`config.mk`:
```
export PLATFORM = sky130hd
export DESIGN_NAME = uart_fifo_core
export DESIGN_NICKNAME = d
export VERILOG_FILES = /design/src/rtl/uart_fifo_core.sv
export SDC_FILE = /design/constraint.sdc
export NUM_CORES = 1
export LEC_CHECK = 0
export ABC_AREA = 1
export CORE_ASPECT_RATIO = 1.75
export CORE_UTILIZATION = 57
export DETAILED_ROUTE_END_ITERATION = 16
export DONT_BUFFER_PORTS = 1
export HOLD_SLACK_MARGIN = 0.1
export PLACE_DENSITY = 0.86
export SLEW_MARGIN = 30
export SYNTH_ARGS = -nofsm -noshare
export SYNTH_HDL_FRONTEND = slang
export SYNTH_SLANG_ARGS = --single-unit
```
`constraint.sdc`:
```
create_clock -name clk_i -period 2.3 [get_ports clk_i]
set_input_delay 0.69 -clock clk_i [delete_from_list [all_inputs] [get_ports clk_i]]
set_output_delay 0.69 -clock clk_i [all_outputs]
set_load 0.02 [all_outputs]
```
`src/rtl/uart_fifo_core.sv`:
```
// Full-duplex UART engine: TX/RX shifters, per-direction FIFOs and sticky error flags.
// Optional parity bit in both directions is enabled by defining UART_PARITY_EN.

module uart_sync_fifo #(
    parameter int W     = 8,
    parameter int DEPTH = 4
) (
    input  logic                   clk_i,
    input  logic                   rst_ni,
    input  logic                   push_i,
    input  logic [W-1:0]           data_i,
    input  logic                   pop_i,
    output logic [W-1:0]           data_o,
    output logic [$clog2(DEPTH):0] count_o
);
    localparam int AW = $clog2(DEPTH);

    logic [W-1:0] mem_q [DEPTH];
    logic [AW:0]  wptr_q, wptr_d;
    logic [AW:0]  rptr_q, rptr_d;
    logic         empty, full, do_push, do_pop;

    assign empty   = (wptr_q == rptr_q);
    assign full    = (wptr_q[AW] != rptr_q[AW]) && (wptr_q[AW-1:0] == rptr_q[AW-1:0]);
    assign do_pop  = pop_i && !empty;
    // A full FIFO still accepts a push when the head leaves in the same cycle.
    assign do_push = push_i && (!full || do_pop);
    assign count_o = wptr_q - rptr_q;
    assign data_o  = mem_q[rptr_q[AW-1:0]];

    always_comb begin
        wptr_d = wptr_q;
        rptr_d = rptr_q;
        if (do_push) wptr_d = wptr_q + 1'b1;
        if (do_pop)  rptr_d = rptr_q + 1'b1;
    end

    always_ff @(posedge clk_i or negedge rst_ni) begin
        if (!rst_ni) begin
            wptr_q <= '0;
            rptr_q <= '0;
            for (int i = 0; i < DEPTH; i++) mem_q[i] <= '0;
        end else begin
            wptr_q <= wptr_d;
            rptr_q <= rptr_d;
            if (do_push) mem_q[wptr_q[AW-1:0]] <= data_i;
        end
    end
endmodule

module uart_fifo_core #(
    parameter int CLK_DIV    = 1667,
    parameter int DATA_BITS  = 8,
    parameter int FIFO_DEPTH = 4,
    parameter int PARITY_ODD = 0
) (
    input  logic                          clk_i,
    input  logic                          nrst_i,
    input  logic [DATA_BITS-1:0]          tx_data_i,
    input  logic                          tx_valid_i,
    output logic                          tx_ready_o,
    output logic                          tx_busy_o,
    output logic                          tx_o,
    input  logic                          rx_i,
    output logic [DATA_BITS-1:0]          rx_data_o,
    output logic                          rx_valid_o,
    input  logic                          rx_ready_i,
    output logic [$clog2(FIFO_DEPTH):0]   rx_count_o,
    output logic                          rx_overrun_o,
    output logic                          rx_frame_err_o,
    output logic                          rx_parity_err_o,
    input  logic                          clr_err_i
);
    localparam int             CW       = $clog2(FIFO_DEPTH) + 1;
    localparam logic [15:0]    DIV_M1   = 16'(CLK_DIV - 1);
    localparam logic [15:0]    DIV_HALF = 16'(CLK_DIV / 2);
    localparam logic [3:0]     LAST_BIT = 4'(DATA_BITS - 1);
    localparam logic [CW-1:0]  FULL_CNT = CW'(FIFO_DEPTH);

    typedef enum logic [2:0] {
        S_IDLE,
        S_START,
        S_DATA,
        S_STOP
`ifdef UART_PARITY_EN
        , S_PARITY
`endif
    } state_t;

    // ---------------- TX path ----------------
    logic [DATA_BITS-1:0] tx_head;
    logic [CW-1:0]        tx_cnt;
    logic                 tx_empty, tx_push, tx_load;

    state_t               tx_st_q;
    logic [15:0]          tx_tmr_q;
    logic [3:0]           tx_bit_q;
    logic [DATA_BITS-1:0] tx_sh_q;
    logic                 tx_q;
`ifdef UART_PARITY_EN
    logic                 tx_par_q;
`endif

    assign tx_empty   = (tx_cnt == '0);
    assign tx_ready_o = (tx_cnt != FULL_CNT);
    assign tx_push    = tx_valid_i && tx_ready_o;
    // Load from IDLE, or straight out of the last STOP cycle so frames run back to back.
    assign tx_load    = !tx_empty &&
                        ((tx_st_q == S_IDLE) || (tx_st_q == S_STOP && tx_tmr_q == '0));
    assign tx_busy_o  = !tx_empty || (tx_st_q != S_IDLE);
    assign tx_o       = tx_q;

    uart_sync_fifo #(.W(DATA_BITS), .DEPTH(FIFO_DEPTH)) u_tx_fifo (
        .clk_i   (clk_i),
        .rst_ni  (nrst_i),
        .push_i  (tx_push),
        .data_i  (tx_data_i),
        .pop_i   (tx_load),
        .data_o  (tx_head),
        .count_o (tx_cnt)
    );

    // tx is the line level of the current state, registered: it trails the state by one cycle.
    always_ff @(posedge clk_i or negedge nrst_i) begin
        if (!nrst_i) begin
            tx_st_q  <= S_IDLE;
            tx_tmr_q <= '0;
            tx_bit_q <= '0;
            tx_sh_q  <= '0;
            tx_q     <= 1'b1;
`ifdef UART_PARITY_EN
            tx_par_q <= 1'b0;
`endif
        end else begin
            case (tx_st_q)
                S_START:  tx_q <= 1'b0;
                S_DATA:   tx_q <= tx_sh_q[0];
`ifdef UART_PARITY_EN
                S_PARITY: tx_q <= tx_par_q;
`endif
                default:  tx_q <= 1'b1;
            endcase

            if (tx_load) begin
                tx_sh_q  <= tx_head;
                tx_tmr_q <= DIV_M1;
                tx_st_q  <= S_START;
`ifdef UART_PARITY_EN
                tx_par_q <= (^tx_head) ^ (PARITY_ODD != 0);
`endif
            end else if (tx_st_q != S_IDLE) begin
                if (tx_tmr_q != '0) begin
                    tx_tmr_q <= tx_tmr_q - 16'd1;
                end else begin
                    tx_tmr_q <= DIV_M1;
                    case (tx_st_q)
                        S_START: begin
                            tx_st_q  <= S_DATA;
                            tx_bit_q <= '0;
                        end
                        S_DATA: begin
                            tx_sh_q  <= tx_sh_q >> 1;
                            tx_bit_q <= tx_bit_q + 4'd1;
                            if (tx_bit_q == LAST_BIT) begin
`ifdef UART_PARITY_EN
                                tx_st_q <= S_PARITY;
`else
                                tx_st_q <= S_STOP;
`endif
                            end
                        end
`ifdef UART_PARITY_EN
                        S_PARITY: tx_st_q <= S_STOP;
`endif
                        default:  tx_st_q <= S_IDLE;
                    endcase
                end
            end
        end
    end

    // ---------------- RX path ----------------
    logic                 rx_s1_q, rx_s2_q, rx_prev_q, rx_wait_q;
    state_t               rx_st_q;
    logic [15:0]          rx_tmr_q;
    logic [3:0]           rx_bit_q;
    logic [DATA_BITS-1:0] rx_sh_q;
    logic                 rx_push_q, rx_ferr_set_q;
`ifdef UART_PARITY_EN
    logic                 rx_perr_q, rx_perr_set_q;
`endif
    logic                 rx_pop, ovr_set;

    assign rx_valid_o = (rx_count_o != '0);
    assign rx_pop     = rx_valid_o && rx_ready_i;
    assign ovr_set    = rx_push_q && (rx_count_o == FULL_CNT) && !rx_pop;

    uart_sync_fifo #(.W(DATA_BITS), .DEPTH(FIFO_DEPTH)) u_rx_fifo (
        .clk_i   (clk_i),
        .rst_ni  (nrst_i),
        .push_i  (rx_push_q),
        .data_i  (rx_sh_q),
        .pop_i   (rx_pop),
        .data_o  (rx_data_o),
        .count_o (rx_count_o)
    );

    always_ff @(posedge clk_i or negedge nrst_i) begin
        if (!nrst_i) begin
            rx_s1_q       <= 1'b1;
            rx_s2_q       <= 1'b1;
            rx_prev_q     <= 1'b1;
            rx_wait_q     <= 1'b0;
            rx_st_q       <= S_IDLE;
            rx_tmr_q      <= '0;
            rx_bit_q      <= '0;
            rx_sh_q       <= '0;
            rx_push_q     <= 1'b0;
            rx_ferr_set_q <= 1'b0;
`ifdef UART_PARITY_EN
            rx_perr_q     <= 1'b0;
            rx_perr_set_q <= 1'b0;
`endif
        end else begin
            rx_s1_q       <= rx_i;
            rx_s2_q       <= rx_s1_q;
            rx_prev_q     <= rx_s2_q;
            rx_push_q     <= 1'b0;
            rx_ferr_set_q <= 1'b0;
`ifdef UART_PARITY_EN
            rx_perr_set_q <= 1'b0;
`endif
            if (rx_st_q == S_IDLE) begin
                // After a bad stop bit the line may still be low; wait for it to idle first.
                if (rx_wait_q) begin
                    if (rx_s2_q) rx_wait_q <= 1'b0;
                end else if (rx_prev_q && !rx_s2_q) begin
                    rx_st_q  <= S_START;
                    rx_tmr_q <= DIV_HALF;
                end
            end else if (rx_tmr_q != '0) begin
                rx_tmr_q <= rx_tmr_q - 16'd1;
            end else begin
                rx_tmr_q <= DIV_M1;
                case (rx_st_q)
                    S_START: begin
                        if (rx_s2_q) begin
                            rx_st_q <= S_IDLE;
                        end else begin
                            rx_st_q  <= S_DATA;
                            rx_bit_q <= '0;
`ifdef UART_PARITY_EN
                            rx_perr_q <= 1'b0;
`endif
                        end
                    end
                    S_DATA: begin
                        rx_sh_q  <= {rx_s2_q, rx_sh_q[DATA_BITS-1:1]};
                        rx_bit_q <= rx_bit_q + 4'd1;
                        if (rx_bit_q == LAST_BIT) begin
`ifdef UART_PARITY_EN
                            rx_st_q <= S_PARITY;
`else
                            rx_st_q <= S_STOP;
`endif
                        end
                    end
`ifdef UART_PARITY_EN
                    S_PARITY: begin
                        rx_perr_q <= rx_s2_q != ((^rx_sh_q) ^ (PARITY_ODD != 0));
                        rx_st_q   <= S_STOP;
                    end
`endif
                    S_STOP: begin
                        rx_st_q <= S_IDLE;
                        if (!rx_s2_q) begin
                            rx_ferr_set_q <= 1'b1;
                            rx_wait_q     <= 1'b1;
                        end
`ifdef UART_PARITY_EN
                        rx_perr_set_q <= rx_perr_q;
                        if (rx_s2_q && !rx_perr_q) rx_push_q <= 1'b1;
`else
                        if (rx_s2_q) rx_push_q <= 1'b1;
`endif
                    end
                    default: rx_st_q <= S_IDLE;
                endcase
            end
        end
    end

    // ---------------- sticky flags (set beats clear) ----------------
    logic ovr_q, ovr_d, ferr_q, ferr_d;

    always_comb begin
        ovr_d  = ovr_q;
        ferr_d = ferr_q;
        if (clr_err_i) begin
            ovr_d  = 1'b0;
            ferr_d = 1'b0;
        end
        if (ovr_set)       ovr_d  = 1'b1;
        if (rx_ferr_set_q) ferr_d = 1'b1;
    end

    always_ff @(posedge clk_i or negedge nrst_i) begin
        if (!nrst_i) begin
            ovr_q  <= 1'b0;
            ferr_q <= 1'b0;
        end else begin
            ovr_q  <= ovr_d;
            ferr_q <= ferr_d;
        end
    end

    assign rx_overrun_o   = ovr_q;
    assign rx_frame_err_o = ferr_q;

`ifdef UART_PARITY_EN
    logic perr_q, perr_d;

    always_comb begin
        perr_d = perr_q;
        if (clr_err_i)     perr_d = 1'b0;
        if (rx_perr_set_q) perr_d = 1'b1;
    end

    always_ff @(posedge clk_i or negedge nrst_i) begin
        if (!nrst_i) perr_q <= 1'b0;
        else         perr_q <= perr_d;
    end

    assign rx_parity_err_o = perr_q;
`else
    // Without a parity bit PARITY_ODD has no effect; the flag is constant 0 for legal values.
    assign rx_parity_err_o = (PARITY_ODD < 0);
`endif
endmodule
```
---- Word level (Yosys, flattened, before mapping) ----
Cells that the tools add are included.
storage, ports and cells
  input bits .............................. 14
  register bits ........................... 147
  output and inout port bits .............. 18
  word-level logic and storage cells ...... 181
cells by class
  reductions and logical operators ........ 49
  muxes and demuxes ....................... 55
  bitwise gates (word level) .............. 8
  equal/unequal tests ..................... 24
  magnitude comparators ................... 6
  add/sub/neg operators ................... 10
operators with widths
  cell                     number
  $mux W16                 7
  $mux W8                  10
  $bwmux W32               2
  $bmux W8 S2              2
  $demux W8 S2             2
  $reduce_bool A16 Y1      2
  $sub A16 B1 Y16 const B  2
  $mux W3                  9
  $logic_not A16 Y1        1
  $mux W1                  16
  $pmux W4 S2              2
  $logic_and A1 B1 Y1      15
  $reduce_bool A2 Y1       7
  $add A3 B1 Y3 const B    4
  $eq A3 B2 Y1 const B     4
  $ge A3 B3 Y1 const B     4
  $not A2 Y3               4
  $pmux W3 S2              2
  $reduce_and A3 Y1        4
  $reduce_and A4 Y1        3
  $logic_not A3 Y1         3
  $add A4 B1 Y4 const B    2
  $eq A4 B3 Y1 const B     2
  $logic_not A1 Y1         7
  18 further kinds         36

---- Longest topological paths before layout ----
  depth in word-level cells ............... 7
  mapped depth ............................ 13
  gate-level depth less buffers ........... 12

---- Cells and area by module ----
A second synthesis with hierarchy kept.
unflattened totals
  cells, all modules ...................... 970
  area, all modules ....................... 8,035.2 um2
by module, submodules not included
  module                      cells each  area each (um2)  instances
  uart_fifo_core              492         3,962.6          1
  uart_sync_fifo (u_tx_fifo)  239         2,037.0          1
  uart_sync_fifo (u_rx_fifo)  239         2,035.7          1

---- Worst setup path after synthesis ----
OpenSTA, ideal clock, no wires.
  path type ............................... register to output
  start ................................... register u_tx_fifo.rptr_q[1]
  end ..................................... output port tx_busy_o
  required time ........................... 1.610 ns
  cell stages (with the launch flop) ...... 8
  data arrival time ....................... 1.573 ns
  path buffers ............................ 2
  setup slack ............................. 0.037 ns
  cell sequence ........................... dfrtp_1 > inv_1 > buf_2 > ha_1 > a21oi_1 > nand2_1 > nand4_1 > buf_2
between the ends
  word-level cells in the longest chain between the ends .. 4
ends and longest elaborated chain
  element                 RTL line  source
  start, declared         20        logic [AW:0] rptr_q, rptr_d;
  start signal, assigned  45        rptr_q <= rptr_d;
  $sub A3 B3 Y3           28        assign count_o = wptr_q - rptr_q;
  $logic_not A3 Y1        104       assign tx_empty = (tx_cnt == '0);
  $logic_not A1 Y1        110       assign tx_busy_o = !tx_empty || (tx_st_q != S_IDLE);
  $logic_or A1 B1 Y1      110
  end, declared           62        output logic tx_busy_o,
Every way passes these cells.

---- Final worst setup path ----
  start ................................... register u_rx_fifo.rptr_q[0]
  end ..................................... output port rx_valid_o
between the ends
  word-level cells in the longest chain between the ends .. 2
ends and longest elaborated chain
  element                 RTL line  source
  start, declared         20
  start signal, assigned  45
  $sub A3 B3 Y3           28
  $reduce_bool A3 Y1      194       assign rx_valid_o = (rx_count_o != '0);
  end, declared           66        output logic rx_valid_o,
Every way passes these cells.

==> impl_metrics.ini <==
[outcome]
status = finished with violations
failed_checks = negative hold slack, negative setup slack

[floorplan]
die_w_um = 89.3
core.rowCount = 55
core_area_um2 = 12900
top_level_ports = 32
chipHeight_um = 155
initial_utilization_pct = 58.7
area_of_the_die_um2 = 13800

[power_and_ir_drop]
max_ir_drop_vdd_v = 0.000735
power-per-cell-area_nw_per_um2 = 1030
power.leakage_nw = 4.15
fin_total_pwr_w = 0.00887

[cts]
cts.root.buffer_cell = sky130_fd_sc_hd__clkbuf_16
cts_htree_levels = 4
cts_tree = built
cts_sinks = 145
cts-root-to-sink-buffers = 2
cts.reportedPaths.clkPinSlew_ns = 0.07
clk_latency_ns = 0.42
cts-buffers-inserted = 17

[detailed_routing]
detailed_route_iter0_violations = 468
wl_met3_um = 675
first_pass_iters = 5
wl_per_cell_um = 15.0
top_sig_layer = met4
detailroute.via_count = 6466
wirelength_routed_mm = 17.2
drt.antenna.violating_nets = 0
routed_via_density = 5.64
drc = 0
routed-wl-met2_mm = 9.47
drt-met1-wl_mm = 6.49

[sta]
slew_at_the_pin_with_the_worst_max_slew_slack_ns = 0.583
setup_clock_skew_after_layout_ns = 0.0106
grt_setup_unrepaired = true
setup_viol = 12
worst_setup_margin_ns = -0.201
timing.hold.ws_ns = -0.0409
hold_viol_final = 95
min_period_ns = 2.50
tns_ns = -1.21
layout_worst_path_cycle_share_pct = 109
finalMaxSlewViolations = 0
worst_slew_margin_rel_pct = 61.1
fmaxAchievable_mhz = 400

[cells_and_area]
antenna_cells = 0
layout_common_cells = sky130_fd_sc_hd__nand2_1, sky130_fd_sc_hd__dfrtp_1, sky130_fd_sc_hd__o21ai_0
final_util_pct = 66.4
areaGrowthSynthToFinish_pct = 13.1
layout_commonest_cell = sky130_fd_sc_hd__nand2_1
finalNetCount = 1004
final_layout_size_suffix_gt1_share_pct = 13.9

[critical_path]
cp-end-kind = output pin
timing.rr.end = u_rx_fifo.mem_q[26]
cell_by_cell_trace_of_the_critical_path = ha_4 -> fa_1 -> nand2_1 -> inv_2 -> nand3_4
criticalPathCategory = register to output pin
critical-path-top-delay-family = adder cells
critical_path_arrival_ns = 1.81
worstRegToRegCells = 10
critical_path_depth = 5
timing.reg2reg.setup_slack_ns = 0.16
worst_reg2reg_startpoint = u_rx_fifo.rptr_q[0]
cp_data_required_time_ns = 1.61
setup.worst_path.end = rx_valid_o
kind_of_launch_point_of_the_worst_setup_path = register
worstPathMaxFanout = 4
slowest_delay_ns = 0.51
crit_path_top_delay_cell = sky130_fd_sc_hd__fa_1
wp_buf_inv = 1
cp-startpoint = u_rx_fifo.rptr_q[0]

[placement]
dp_slack_ns = 0.0598
port-buffer-count = 0
place_hpwl_mm = 11.0
finalWeightedCongestion = 0.917

[logic_synthesis]
number_of_flops_mapped_to_enable_cells_by_yosys = 0
syn_nets = 973
synth_area_per_cell_um2 = 8.16
synth.ff_latch_count = 145
yosysSeqAreaShare_pct = 47.8
synth_async_sr_flop_share_pct = 100
yosysWarnings = 0
netlist_area_um2 = 7600
syn_inst = 931
synthDistinctLibCells = 43
top_ff_cell_synth = sky130_fd_sc_hd__dfrtp_1

[grt]
grt_pass1_vias = 6460
grt_remaining_overflow = 0
grt.total_usage_pct = 26.9
grt_max_degree = 146
wire_length_of_the_first_global_routing_pass_mm = 28.9
antenna_found_initial = 0

[hold_path]
worstHoldPathType = primary input to asynchronous set/reset pin

[flow_run]
maxCapViolations = 0
-- area by class of cell --
type	instances	area [um^2]
Fill cell	1008	4340
Sequential cell	145	3630
Multi-Input combinational cell	673	3560
Clock buffer	18	429
Inverter	89	339
Timing Repair Buffer	36	274
Tap cell	171	214
Clock inverter	14	144
-- synthesized netlist by cell type, types with 6 or more instances --
cell type | number | area [um^2]
sky130_fd_sc_hd__buf_2 | 7 | 35.0
sky130_fd_sc_hd__clkbuf_1 | 6 | 22.5
sky130_fd_sc_hd__buf_6 | 6 | 67.6
sky130_fd_sc_hd__o21ai_2 | 8 | 70.1
sky130_fd_sc_hd__nor2_2 | 7 | 43.8
sky130_fd_sc_hd__nand2_1 | 258 | 968
sky130_fd_sc_hd__dfrtp_1 | 141 | 3530
sky130_fd_sc_hd__o21ai_0 | 88 | 440
sky130_fd_sc_hd__o21ai_1 | 41 | 205
sky130_fd_sc_hd__inv_1 | 83 | 312
sky130_fd_sc_hd__a21oi_1 | 19 | 95.1
sky130_fd_sc_hd__nor2_1 | 86 | 323
sky130_fd_sc_hd__xor2_1 | 16 | 140
sky130_fd_sc_hd__nand4_1 | 21 | 131
sky130_fd_sc_hd__ha_1 | 27 | 338
sky130_fd_sc_hd__o22ai_1 | 10 | 62.6
sky130_fd_sc_hd__nor3_1 | 9 | 45.0
sky130_fd_sc_hd__nand3_1 | 39 | 195
-- per-stage QoR --
| stage | cells | area [um^2] | hold slack, ns |
|---|---|---|---|
| finish | 1146 | 8600 | -0.0409 |
| global route | 1146 | 8600 | -0.0502 |
| CTS | 1142 | 8520 | -0.0443 |
| detailed placement | 1104 | 7850 | 0.347 |
| global placement | 1104 | 7850 | 0.346 |
| floorplan | 931 | 7600 | 0.345 |
-- report_power, final --
group          internal (W)  switching [W]  total, W
combinational       0.00107        0.00187   0.00294
sequential          0.00296       0.000250   0.00321
clock               0.00152        0.00119   0.00271
total               0.00555        0.00331   0.00887
-- worst register-to-register path, delay by kind of cell, from the launching register on --
family	cells	cell delay [ns]
AND/OR/NAND/NOR	6	0.82
AO/OA/AOI/OAI	1	0.08
adder cells (fa/ha/maj)	2	0.59
flip-flops	1	0.42
buffers and inverters	1	0.09
-- sequential cells by signal, indices dropped and copies added (netlist names), 4 cells and up --
| signal | cells |
|---|---|
| rx_sh_q | 8 |
| u_tx_fifo.mem_q | 32 |
| u_rx_fifo.mem_q | 32 |
| tx_sh_q | 8 |
| rx_bit_q | 4 |
| rx_tmr_q | 16 |
| tx_bit_q | 4 |
| tx_tmr_q | 16 |
-- worst min path at each step --
stage,endpoint,slack [ns],startpoint
6_report,u_rx_fifo.mem_q[30],-0.04,nrst_i
5_1_grt,rx_bit_q[1],-0.05,nrst_i
4_1_cts,u_rx_fifo.mem_q[30],-0.04,nrst_i
3_5_place_dp,rx_s2_q,0.35,rx_s1_q
3_3_place_gp,rx_s2_q,0.35,rx_s1_q
2_1_floorplan,rx_s2_q,0.35,rx_s1_q
-- kinds of logic after synthesis --
family                     share of synthesized area (%)
other                                             0.0493
xor gates and xnor gates                            2.07
AOI/OAI and AO/OA                                   12.6
DFF                                                 47.8
buffers and inverters                               6.49
and+or+nand+nor                                     26.3
adders and majority gates                           4.71
-- repair_timing --
action	in CTS	in global routing
hold endpoints to repair	141	141
pin swaps	9	8
gates cloned	0	0
buffers inserted	6	4
resized for setup	16	10
endpoints found under the setup margin	14	40
-- metal layers --
| metal | GRT usage, % | vias to the layer above |
|---|---|---|
| met5 | 0 | - |
| met4 | 12.9 | 0 |
| met3 | 5.66 | 61 |
| met2 | 48.0 | 210 |
| met1 | 29.4 | 3087 |
| li1 | - | 3108 |
No activity file was read; power rests on OpenSTA's default activity.
